`config.mk`:
```
export PLATFORM = sky130hd
export DESIGN_NAME = lm_sm_sequencer_flat
export DESIGN_NICKNAME = d
export VERILOG_FILES = /design/src/rtl/lm_sm_sequencer_if.sv /design/src/rtl/lm_sm_sequencer.sv /design/src/flat_wrapper.sv
export SDC_FILE = /design/constraint.sdc
export NUM_CORES = 1
export LEC_CHECK = 0
export ABC_AREA = 1
export CAP_MARGIN = 20
export CORE_AREA = 2 2 51 53
export DETAILED_ROUTE_END_ITERATION = 12
export DIE_AREA = 0 0 53 55
export HOLD_SLACK_MARGIN = 0.03
export PLACE_DENSITY_LB_ADDON = 0.15
export SYNTH_ARGS = -nofsm -noshare
export SYNTH_HDL_FRONTEND = slang
export SYNTH_SLANG_ARGS = --single-unit
export TNS_END_PERCENT = 100
```
`constraint.sdc`:
```
create_clock -name clk -period 2.4 [get_ports clk]
set_clock_uncertainty 0.1 [all_clocks]
set_input_delay 0.24 -clock clk [delete_from_list [all_inputs] [get_ports clk]]
set_output_delay 0.24 -clock clk [all_outputs]
set_load 0.02 [all_outputs]
```
`src/rtl/lm_sm_sequencer_if.sv`:
```
// Decode-stage bus between the pipeline and the LM/SM sequencer.
// The pipeline side uses master and the sequencer uses slave.
interface lm_sm_sequencer_if;
  logic [15:0] id_IR;
  logic        id_valid;
  logic        hold;
  logic        flush;
  logic        modify_ir;
  logic [2:0]  modify_pr2_ra;
  logic        first_multiple;
  logic        stall_fetch;
  logic        busy;
  logic [3:0]  xfer_cnt;

  modport master (
    output id_IR, id_valid, hold, flush,
    input  modify_ir, modify_pr2_ra, first_multiple, stall_fetch, busy, xfer_cnt
  );

  modport slave (
    input  id_IR, id_valid, hold, flush,
    output modify_ir, modify_pr2_ra, first_multiple, stall_fetch, busy, xfer_cnt
  );
endinterface

```
`src/rtl/lm_sm_sequencer.sv`:
```
// Splits LM/SM instructions into one register transfer per cycle, lowest
// register first, by rewriting IR[11:9] and stalling fetch until the list is done.
module lm_sm_sequencer (
  input logic              clk,
  input logic              reset,
  lm_sm_sequencer_if.slave bus
);
  typedef enum logic {IDLE, BUSY} state_e;

  state_e      state_q, state_d;
  logic [7:0]  mask_q, mask_d;
  logic [3:0]  cnt_q, cnt_d;

  logic        is_lmsm;
  logic [7:0]  src;
  logic [7:0]  rest;
  logic [2:0]  idx;
  logic        multi;
  logic        mod_ir;
  logic        first_m;
  logic        stall;

  logic unused_ir_bits;
  assign unused_ir_bits = ^bus.id_IR[11:8];

  assign is_lmsm = bus.id_valid && (bus.id_IR[15:13] == 3'b011);

  always_comb begin
    // In BUSY the list comes only from the stored mask; id_IR is ignored.
    src = '0;
    if (state_q == BUSY) begin
      src = mask_q;
    end else if (is_lmsm) begin
      src = bus.id_IR[7:0];
    end
    idx = '0;
    for (int unsigned i = 8; i > 0; i--) begin
      if (src[i-1]) idx = 3'(i - 1);
    end
    rest  = src & (src - 8'd1);
    multi = (rest != '0);
  end

  always_comb begin
    mod_ir  = 1'b0;
    first_m = 1'b0;
    stall   = 1'b0;
    state_d = state_q;
    mask_d  = mask_q;
    cnt_d   = cnt_q;
    if (bus.flush) begin
      state_d = IDLE;
      mask_d  = '0;
      cnt_d   = '0;
    end else begin
      if (src != '0) begin
        mod_ir  = 1'b1;
        first_m = (state_q == IDLE);
        stall   = multi;
      end
      if (bus.hold && state_q == BUSY) stall = 1'b1;
      if (!bus.hold) begin
        unique case (state_q)
          IDLE: begin
            if (multi) begin
              state_d = BUSY;
              mask_d  = rest;
              cnt_d   = 4'd1;
            end
          end
          BUSY: begin
            if (multi) begin
              mask_d = rest;
              cnt_d  = cnt_q + 4'd1;
            end else begin
              state_d = IDLE;
              mask_d  = '0;
              cnt_d   = '0;
            end
          end
          default: begin
            state_d = IDLE;
            mask_d  = '0;
            cnt_d   = '0;
          end
        endcase
      end
    end
  end

  always_ff @(posedge clk or negedge reset) begin
    if (!reset) begin
      state_q <= IDLE;
      mask_q  <= '0;
      cnt_q   <= '0;
    end else begin
      state_q <= state_d;
      mask_q  <= mask_d;
      cnt_q   <= cnt_d;
    end
  end

  assign bus.modify_ir      = mod_ir;
  assign bus.modify_pr2_ra  = mod_ir ? idx : 3'd0;
  assign bus.first_multiple = first_m;
  assign bus.stall_fetch    = stall;
  assign bus.busy           = (state_q == BUSY);
  assign bus.xfer_cnt       = cnt_q;
endmodule

```
`src/flat_wrapper.sv`:
```
// flat-port wrapper written by rule: the top's interface ports become plain ports
module lm_sm_sequencer_flat 
  (clk, reset, bus_id_IR, bus_id_valid, bus_hold, bus_flush, bus_modify_ir, bus_modify_pr2_ra, bus_first_multiple, bus_stall_fetch, bus_busy, bus_xfer_cnt);
  lm_sm_sequencer_if bus_i ();
  input logic clk;
  input logic reset;
  input wire logic [$bits(bus_i.id_IR)-1:0] bus_id_IR;
  input wire logic [$bits(bus_i.id_valid)-1:0] bus_id_valid;
  input wire logic [$bits(bus_i.hold)-1:0] bus_hold;
  input wire logic [$bits(bus_i.flush)-1:0] bus_flush;
  output wire logic [$bits(bus_i.modify_ir)-1:0] bus_modify_ir;
  output wire logic [$bits(bus_i.modify_pr2_ra)-1:0] bus_modify_pr2_ra;
  output wire logic [$bits(bus_i.first_multiple)-1:0] bus_first_multiple;
  output wire logic [$bits(bus_i.stall_fetch)-1:0] bus_stall_fetch;
  output wire logic [$bits(bus_i.busy)-1:0] bus_busy;
  output wire logic [$bits(bus_i.xfer_cnt)-1:0] bus_xfer_cnt;
  assign bus_i.id_IR = bus_id_IR;
  assign bus_i.id_valid = bus_id_valid;
  assign bus_i.hold = bus_hold;
  assign bus_i.flush = bus_flush;
  assign bus_modify_ir = bus_i.modify_ir;
  assign bus_modify_pr2_ra = bus_i.modify_pr2_ra;
  assign bus_first_multiple = bus_i.first_multiple;
  assign bus_stall_fetch = bus_i.stall_fetch;
  assign bus_busy = bus_i.busy;
  assign bus_xfer_cnt = bus_i.xfer_cnt;
  lm_sm_sequencer u_core (.clk(clk), .reset(reset), .bus(bus_i));
endmodule
```
==> metrics.csv, run 1 <==
metric,value,unit
placed inst area,0.00151,mm^2
Port-buffer cells,26,
XOR/XNOR share of the synthesized area,0.838,%
RePlAce Congestion,0.843,
top post-synthesis cells by area,"dfrtp_1 29%, nand2_1 19%, nand3_1 12%",
CP Launch Type,input port,
ys async rst share,100,%
"Arr. time, crit path",2110,ps
CP max stage delay,470,ps
crit path max fanout,7,
DRT iter0 DRCs,30,
total gr overflow,0,
Die Y-Extent,55,um
DR vias,1356,
Core Area,0.00236,mm^2
cts hold-fix bufs,0,
Worst Setup SP,bus_id_IR[13],
Post-Syn Area,0.00104,mm^2
Yosys cell types,23,
CTS max path bufs,2,
vias in the first global route,1166,
Antenna Nets Post-Route,0,
final setup margin,-48.7,ps
wire length per cell,13.2,um
minimum clock period,2450,ps
Power Density,286,mW/mm^2
CP dominant cell by count,buf_4,
leakage,1.03,nW
max frequency,408,MHz
syn_nets,194,
Synth top area share,28.7,%
CP cell instances,clkdlybuf4s50_1 > nand2_1 > inv_2 > buf_4 > nand3_1 > inv_2 > nor2_4 > nand3_4 > o21ai_4 > buf_4 > buf_4 > a211oi_2 > buf_4,
Total GRT Usage,23.4,%
CP Capture Type,output pin,
Worst EP required,2060,ps
Reg2Reg Launch Point,u_core.bus.busy,
status,"finished, violations left",
Slew HR,64.8,%
NumNets Final,264,
combinational family with the most area after synthesis,simple AND/OR/NAND/NOR gates,
Hold Crit Class,input port to async pin,
worst skew pair latency,280,ps
Cells after DPL,251,
clock root cell,clkbuf_4,
"Seq/Total Area, Yosys",28.7,%
Vias per Instance,5.00,
chip width,53,um
worst-margin pin slew,527,ps
antenna fix cells,0,
Tcrit/Tclk final,102,%
Remaining DRCs,0,
Final Setup Violations,3,
DR pass1 iterations,4,
Layout Area Growth over Synthesis,71.9,%
Final Non-Filler Cells,271,
"area leader, netlist",dfrtp_1,
mux contribution to synthesized area,0,%
Initial Util,44.2,%
drt total wl,3570,um
# fillers,182,
complex-gate fraction of the synthesized area,6.59,%
adder-cell share of the synthesized area,1.20,%
Rows,18,
largest net degree at the start of global routing,13,
Synth Flop Type,dfrtp_1,
commonest cells in the netlist,"52 x nand2_1, 31 x nor2_1, 25 x nand3_1, 23 x inv_1, 12 x dfrtp_1",
Slowest cell on crit path,clkdlybuf4s50_1,
cells after synthesis,172,
TritonCTS Buffers,3,
Post-Synth Simple-Gate Area,49.9,%
initial antenna violation count,0,
ratio of cells with drive above 1 in the final layout,40.7,%
Post-synth EDFFs,0,
I/O pin cnt,32,
Final Hold Fails,0,
Die Area,0.00292,mm^2
"Clk pin slew, worst setup/hold paths",80,ps
fin. max-slew vios,0,
post-DP HPWL,2240,um
clock sink count,12,
first-pass GRT wire length,4930,um
design area,0.00180,mm^2
Seq cells post-synth,12,
buffer and inverter count on the worst path,7,
unrepaired setup endpoints after global routing,true,
Mean Syn Cell Area,6.07,um^2
most frequent cell after synthesis,nand2_1,
WS Path Type,input port to output pin,
CTS H-Tree Depth,1,
VDD IR max,0.433,mV
Crit path max-delay family,buffers and inverters,
max-cap violation count,0,
CTS tree,built,
failing checks,negative setup slack,
count of synthesis-stage warnings from yosys,0,
-- report_power, final --
| group | total (W) | internal [W] | switching (W) |
|---|---|---|---|
| Clock | 0.000160 | 0.0000923 | 0.0000681 |
| Sequential | 0.000206 | 0.000204 | 0.00000239 |
| Combinational | 0.000147 | 0.0000728 | 0.0000746 |
| Total | 0.000514 | 0.000369 | 0.000145 |
-- kinds of logic after synthesis --
kind of cell | after synthesis
AOI/OAI and AO/OA | 10
xor gates and xnor gates | 1
adders and majority gates | 1
buffers and inverters | 29
DFF | 12
and+or+nand+nor | 119
-- metal layers --
layer | global-route usage (%) | wire length, um | up-vias
met1 | 28.6 | 1400 | 638
met2 | 42.1 | 1890 | 40
met4 | 5.56 | 100 | 0
met3 | 5.11 | 180 | 10
met5 | 0 | 0 | -
li1 | - | - | 668
-- final cells by class --
type                       count  area (um^2)  area share, %
clock buffer                   4         36.3           2.02
sequential                    12          302           16.8
inverter                      24         90.1           5.02
timing repair buffer          70          586           32.6
multi-input combinational    131          744           41.5
tap                           30         37.5           2.09
-- through the flow --
stage | hold WS (ps) | util (%) | setup TNS (ps) | power (W) | worst slack [ps]
CTS | 224 | 68.1 | -104 | 0.000491 | -68.1
detailed placement | 394 | 63.9 | -2260 | 0.000326 | -428
global route | 245 | 75.9 | -502 | 0.000539 | -164
floorplan | -156 | - | 0 | 0.000264 | 161
global placement | 392 | 63.9 | -1940 | 0.000325 | -373
finish | 205 | 75.9 | -58.8 | 0.000514 | -48.7
-- cell usage in the layout (no fill, tap or decap), types with 2 or more instances in the layout --
cell type / n
nand2_2: 13
nor2_4: 5
nor2_1: 23
clkbuf_4: 3
clkbuf_2: 2
nand3_2: 7
a21oi_1: 2
clkdlybuf4s50_1: 18
nand3_1: 19
inv_2: 5
o21ai_0: 2
dlymetal6s2s_1: 2
nand2_1: 40
buf_4: 43
inv_1: 19
nor2_2: 6
nand2_4: 2
dfrtp_1: 11
buf_6: 3
-- what timing repair did --
item                                   in CTS  in global routing
setup buffers                               7                 10
pin swaps                                   3                 27
endpoints found under the hold margin       0                  0
setup endpoints to repair                   6                  7
gates resized for setup                    26                 46
-- worst register-to-register path, delay by kind of cell (launching register included) --
kind	cells	cell delay (ps)
buffers and inverters	3	410
AO/OA/AOI/OAI	1	150
flip-flops	1	460
AND/OR/NAND/NOR	10	980
-- path summary, 6_finish.rpt --
kind,endpoint,slack (ps),cells past startpoint
min in group clk,u_core.mask_q[3],410,2
hold reg to reg,u_core.mask_q[3],410,2
setup reg to reg,u_core.bus.xfer_cnt[3],200,14
hold / removal,u_core.mask_q[3],210,1
setup / recovery,bus_modify_pr2_ra[1],-50,13
max in group asynchronous,u_core.bus.busy,1610,1
-- registers in the layout, summed over array words and instances, names as in the netlist --
name,flops
u_core.mask_q,7
u_core.bus.busy,1
u_core.bus.xfer_cnt,4
No activity file was read; power rests on OpenSTA's default activity.
==> run 2, diff against run 1 <==
CORE_AREA = 2 2 52 54   (was 2 2 51 53)
DIE_AREA = 0 0 54 56   (was 0 0 53 55)
==> run 2 against run 1 <==
  * The flow now finishes without violations
  * Die area rose by 3.7%
  * Non-clock buffer count fell by 16
  * Clock power barely moved
  * Final cell count fell by 5.9%
  * Global-route usage fell by 3.4 points
  * Highest routed layer is now met3
==> metrics.csv, run 2 (synthesis results as in run 1) <==
metric,value,unit
largest reg by FF count,u_core.mask_q,
VDD IR max,0.463,mV
Rows,18,
Final Hold Fails,0,
# fillers,224,
most frequent cells in the layout,"43 x nand2_1, 27 x nor2_1, 26 x buf_4",
largest net degree at the start of global routing,13,
leakage,0.927,nW
Tcrit/Tclk final,95.6,%
status,completed,
Final Setup Violations,0,
Crit path max-delay family,simple AND/OR/NAND/NOR gates,
WS Path Type,flop to output pin,
"commonest non-fill, non-tap cell in the layout",nand2_1,
Comb pwr share,24.6,%
CTS max path bufs,2,
Antenna Nets Post-Route,0,
post-DP HPWL,2160,um
Die Area,0.00302,mm^2
clock sink count,12,
CP cell instances,buf_6 > nor2_1 > nand3_1 > inv_2 > nor2_4 > nand2_1 > nor2_1 > nor2_1 > nor2_1 > nand3_1 > nand2_1 > nand2_1 > buf_6,
max reg flops,7,
switching share of power,27.1,%
unrepaired setup endpoints after global routing,true,
worst skew pair latency,270,ps
total gr overflow,0,
Reg power frac,42.5,%
Worst Setup SP,u_core.bus.busy,
Slowest cell on crit path,dfrtp_2,
initial antenna violation count,0,
first-pass GRT wire length,4630,um
Vias per Instance,4.65,
wire length per cell,11.3,um
DR vias,1187,
Hold Crit Class,input port to async pin,
Initial Util,43.0,%
antenna fix cells,0,
worst-margin pin slew,535,ps
clock root cell,clkbuf_4,
DR pass1 iterations,5,
Clock Power Share,33.0,%
drt total wl,2890,um
Pint,0.000353,W
max-cap violation count,0,
Layout Area Growth over Synthesis,53.8,%
vias in the first global route,1114,
DRT iter0 DRCs,22,
NumNets Final,248,
"Clk pin slew, worst setup/hold paths",80,ps
CP Capture Type,output pin,
"Arr. time, crit path",1950,ps
Worst EP required,2060,ps
RePlAce Congestion,0.819,
Slew HR,64.2,%
smallest hold slack,216,ps
cts hold-fix bufs,0,
minimum clock period,2290,ps
fin. max-slew vios,0,
CP max stage delay,420,ps
Core Area,0.00243,mm^2
Reg2Reg Launch Point,u_core.bus.busy,
CTS H-Tree Depth,1,
Total GRT Usage,20.0,%
buffer and inverter count on the worst path,3,
I/O pin cnt,32,
CP Launch Type,flop,
Power Density,302,mW/mm^2
aggregate negative setup slack,0,ps
ratio of cells with drive above 1 in the final layout,29.8,%
Port-buffer cells,26,
max frequency,436,MHz
TritonCTS Buffers,3,
crit path max fanout,5,
Die Y-Extent,56,um
chip width,54,um
Remaining DRCs,0,
CTS tree,built,
Psw,0.000131,W
CP dominant cell by count,nor2_1,
run 2: cell type report:
type	instances	area (um^2)	area share, %
Inverter	24	90.1	5.61
Clock buffer	4	36.3	2.26
Timing Repair Buffer	54	463	28.8
Tap cell	30	37.5	2.34
Sequential cell	12	302	18.8
Multi-Input combinational cell	131	678	42.2
run 2: final timing paths:
check / slack (ps) / end / cells past startpoint
min: 220 / u_core.bus.xfer_cnt[3] / 1
min reg2reg: 420 / u_core.mask_q[3] / 2
max in group asynchronous: 1600 / u_core.bus.busy / 1
max: 110 / bus_stall_fetch / 13
min in group clk: 420 / u_core.mask_q[3] / 2
max reg2reg: 250 / u_core.mask_q[3] / 14
run 2: timing repair:
| action | CTS | global route |
|---|---|---|
| buffers inserted | 2 | 0 |
| pin swaps | 1 | 10 |
| cloned | 0 | 0 |
| endpoints found under the setup margin | 6 | 13 |
| resized for setup | 14 | 33 |
run 2: power by group through the flow:
| stage | Clock [W] | Combinational [W] | Sequential, W |
|---|---|---|---|
| floorplan | 0 | 0.0000522 | 0.000211 |
| global placement | 0 | 0.000112 | 0.000210 |
| detailed placement | 0 | 0.000113 | 0.000210 |
| CTS | 0.000165 | 0.000113 | 0.000206 |
| global route | 0.000174 | 0.000132 | 0.000206 |
| finish | 0.000160 | 0.000119 | 0.000206 |
run 2: worst register-to-register path: cells and delay by family (launching register included):
| family | cells | cell delay, ps |
|---|---|---|
| DFF | 1 | 420 |
| buffers and inverters | 3 | 400 |
| and+or+nand+nor | 10 | 980 |
| AOI/OAI and AO/OA | 1 | 150 |
run 2: metal layers:
layer	vias up	routed length [um]	GRT usage, %
li1	637	-	-
met1	527	1280	26.4
met2	23	1530	35.2
met3	0	86	1.61
met4	0	0	3.21
met5	-	0	0
run 2: metrics by stage:
step,total power (W),util (%),cell area (um^2),setup WS [ps],std cells
after floorplan,0.000264,-,1040,161,172
after global placement,0.000323,61.5,1500,-321,249
after detailed placement,0.000324,61.5,1500,-368,249
after CTS,0.000483,63.5,1550,1.21,255
after global routing,0.000512,66.0,1610,-74.9,255
final,0.000485,66.0,1610,106,255
==> run 3, diff against run 2 <==
CELL_PAD_IN_SITES_DETAIL_PLACEMENT = 1   (was default)
CELL_PAD_IN_SITES_GLOBAL_PLACEMENT = 1   (was default)
CORE_AREA = 2 2 62 64   (was 2 2 52 54)
DIE_AREA = 0 0 64 66   (was 0 0 54 56)
SETUP_SLACK_MARGIN = 0.02   (was default)
SKIP_LAST_GASP = 1   (was default)
==> run 3 against run 2 <==
  * First-iteration DRC count rose by 14%
  * Final area is 11% higher
  * Sequential power about the same
  * Largest power group unchanged
  * Highest routed layer is now met4
==> metrics.csv, run 3 (synthesis results as in run 1) <==
metric,value,unit
status,completed,
DR pass1 iterations,4,
fin. max-slew vios,0,
Tcrit/Tclk final,98.8,%
CTS max path bufs,2,
"commonest non-fill, non-tap cell in the layout",nand2_1,
TritonCTS Buffers,3,
Reg2Reg Launch Point,u_core.bus.busy,
leakage,0.998,nW
Slew HR,61.2,%
Power Density,261,mW/mm^2
CP Launch Type,flop,
minimum clock period,2370,ps
worst-margin pin slew,580,ps
Port-buffer cells,26,
Crit path max-delay family,simple AND/OR/NAND/NOR gates,
CP cell instances,buf_6 > nand2_1 > nand2_4 > nor2_1 > nand3_2 > buf_4 > nand2_2 > nand3_1 > nand2_2 > nand2_2 > buf_6,
Total GRT Usage,18.2,%
Die Y-Extent,66,um
Final Setup Violations,0,
buffer and inverter count on the worst path,3,
CTS H-Tree Depth,1,
multi-input combinational cell area,787,um^2
drt total wl,3830,um
post-DP HPWL,2920,um
chip width,64,um
WS Path Type,flop to output pin,
Final Hold Fails,0,
smallest hold slack,240,ps
clock root cell,clkbuf_4,
final setup margin,28.4,ps
vias in the first global route,1330,
most frequent cells in the layout,"40 x nand2_1, 34 x buf_4, 21 x inv_1, 21 x nor2_1, 19 x clkdlybuf4s50_1",
Hold Crit Class,input port to async pin,
Rows,22,
Core Area,0.00355,mm^2
I/O pin cnt,32,
max-cap violation count,0,
clock sink count,12,
ratio of cells with drive above 1 in the final layout,40.3,%
initial antenna violation count,0,
Die Area,0.00422,mm^2
crit path max fanout,6,
Reg2Reg Setup Slack,130,ps
VDD IR max,0.246,mV
"Clk pin slew, worst setup/hold paths",70,ps
NumNets Final,255,
CP dominant cell by count,nand2_2,
CP max stage delay,460,ps
Initial Util,29.4,%
aggregate negative setup slack,0,ps
largest net degree at the start of global routing,13,
cts hold-fix bufs,0,
"Arr. time, crit path",2030,ps
# fillers,447,
max frequency,422,MHz
Layout Area Growth over Synthesis,71.1,%
worst skew pair latency,260,ps
CP Capture Type,output pin,
Place WS,-459,ps
total gr overflow,0,
wire length per cell,13.7,um
Antenna Nets Post-Route,0,
largest reg by FF count,u_core.mask_q,
Remaining DRCs,0,
antenna fix cells,0,
max reg flops,7,
r2r worst-path depth,13,
first-pass GRT wire length,5930,um
DRT iter0 DRCs,25,
CTS tree,built,
Register Area,302,um^2
Worst EP required,2060,ps
Slowest cell on crit path,dfrtp_2,
Vias per Instance,4.56,
unrepaired setup endpoints after global routing,true,
DR vias,1273,
Reg-to-Reg End,u_core.bus.xfer_cnt[1],
RePlAce Congestion,0.808,
## run 3: area by class of cell
| class | instances | area share [%] |
|---|---|---|
| Tap cell | 48 | 3.36 |
| Multi-Input combinational cell | 131 | 44.0 |
| Sequential cell | 12 | 16.9 |
| Timing Repair Buffer | 61 | 29.5 |
| Inverter | 24 | 5.04 |
| Clock buffer | 3 | 1.26 |
## run 3: power by group
group / internal [W] / switching, W
Clock: 0.0000579 / 0.0000632
Sequential: 0.000204 / 0.00000212
Combinational: 0.0000661 / 0.0000743
## run 3: per-layer routing
| metal | vias to the layer above | wire length [um] | part of all wire (%) | track usage [%] |
|---|---|---|---|---|
| met2 | 21 | 2060 | 54 | 35.3 |
| met4 | 0 | 16 | 0.42 | 6.79 |
| met3 | 2 | 90 | 2.3 | 1.53 |
| li1 | 651 | - | - | - |
| met1 | 599 | 1670 | 43 | 20.4 |
| met5 | - | 0 | 0 | 0 |
## run 3: how the worst max path moves through the flow
| stage | end | depth (start not counted) | start | slack, ps |
|---|---|---|---|---|
| 2_1_floorplan | bus_modify_pr2_ra[1] | 10 | u_core.bus.busy | 160 |
| 3_3_place_gp | bus_stall_fetch | 13 | bus_id_IR[14] | -410 |
| 3_5_place_dp | bus_stall_fetch | 13 | bus_id_IR[14] | -460 |
| 4_1_cts | bus_stall_fetch | 12 | u_core.bus.busy | -7 |
| 5_1_grt | bus_stall_fetch | 13 | u_core.bus.busy | -130 |
| 6_report | bus_stall_fetch | 11 | u_core.bus.busy | 30 |
## run 3: timing repair
action                                  4_1_cts  5_1_grt
pin swaps                                     2       23
setup buffers                                 3        4
endpoints found under the setup margin        7       16
resized for setup                            29       56
## run 3: metrics by stage
step                      power, W  area (um^2)  cells  util, %
final                     0.000468         1790    279     50.4
after global routing      0.000491         1790    279     50.4
after CTS                 0.000457         1610    275     45.4
after detailed placement  0.000331         1530    269     43.2
after global placement    0.000328         1530    269     43.2
after floorplan           0.000264         1040    172        -
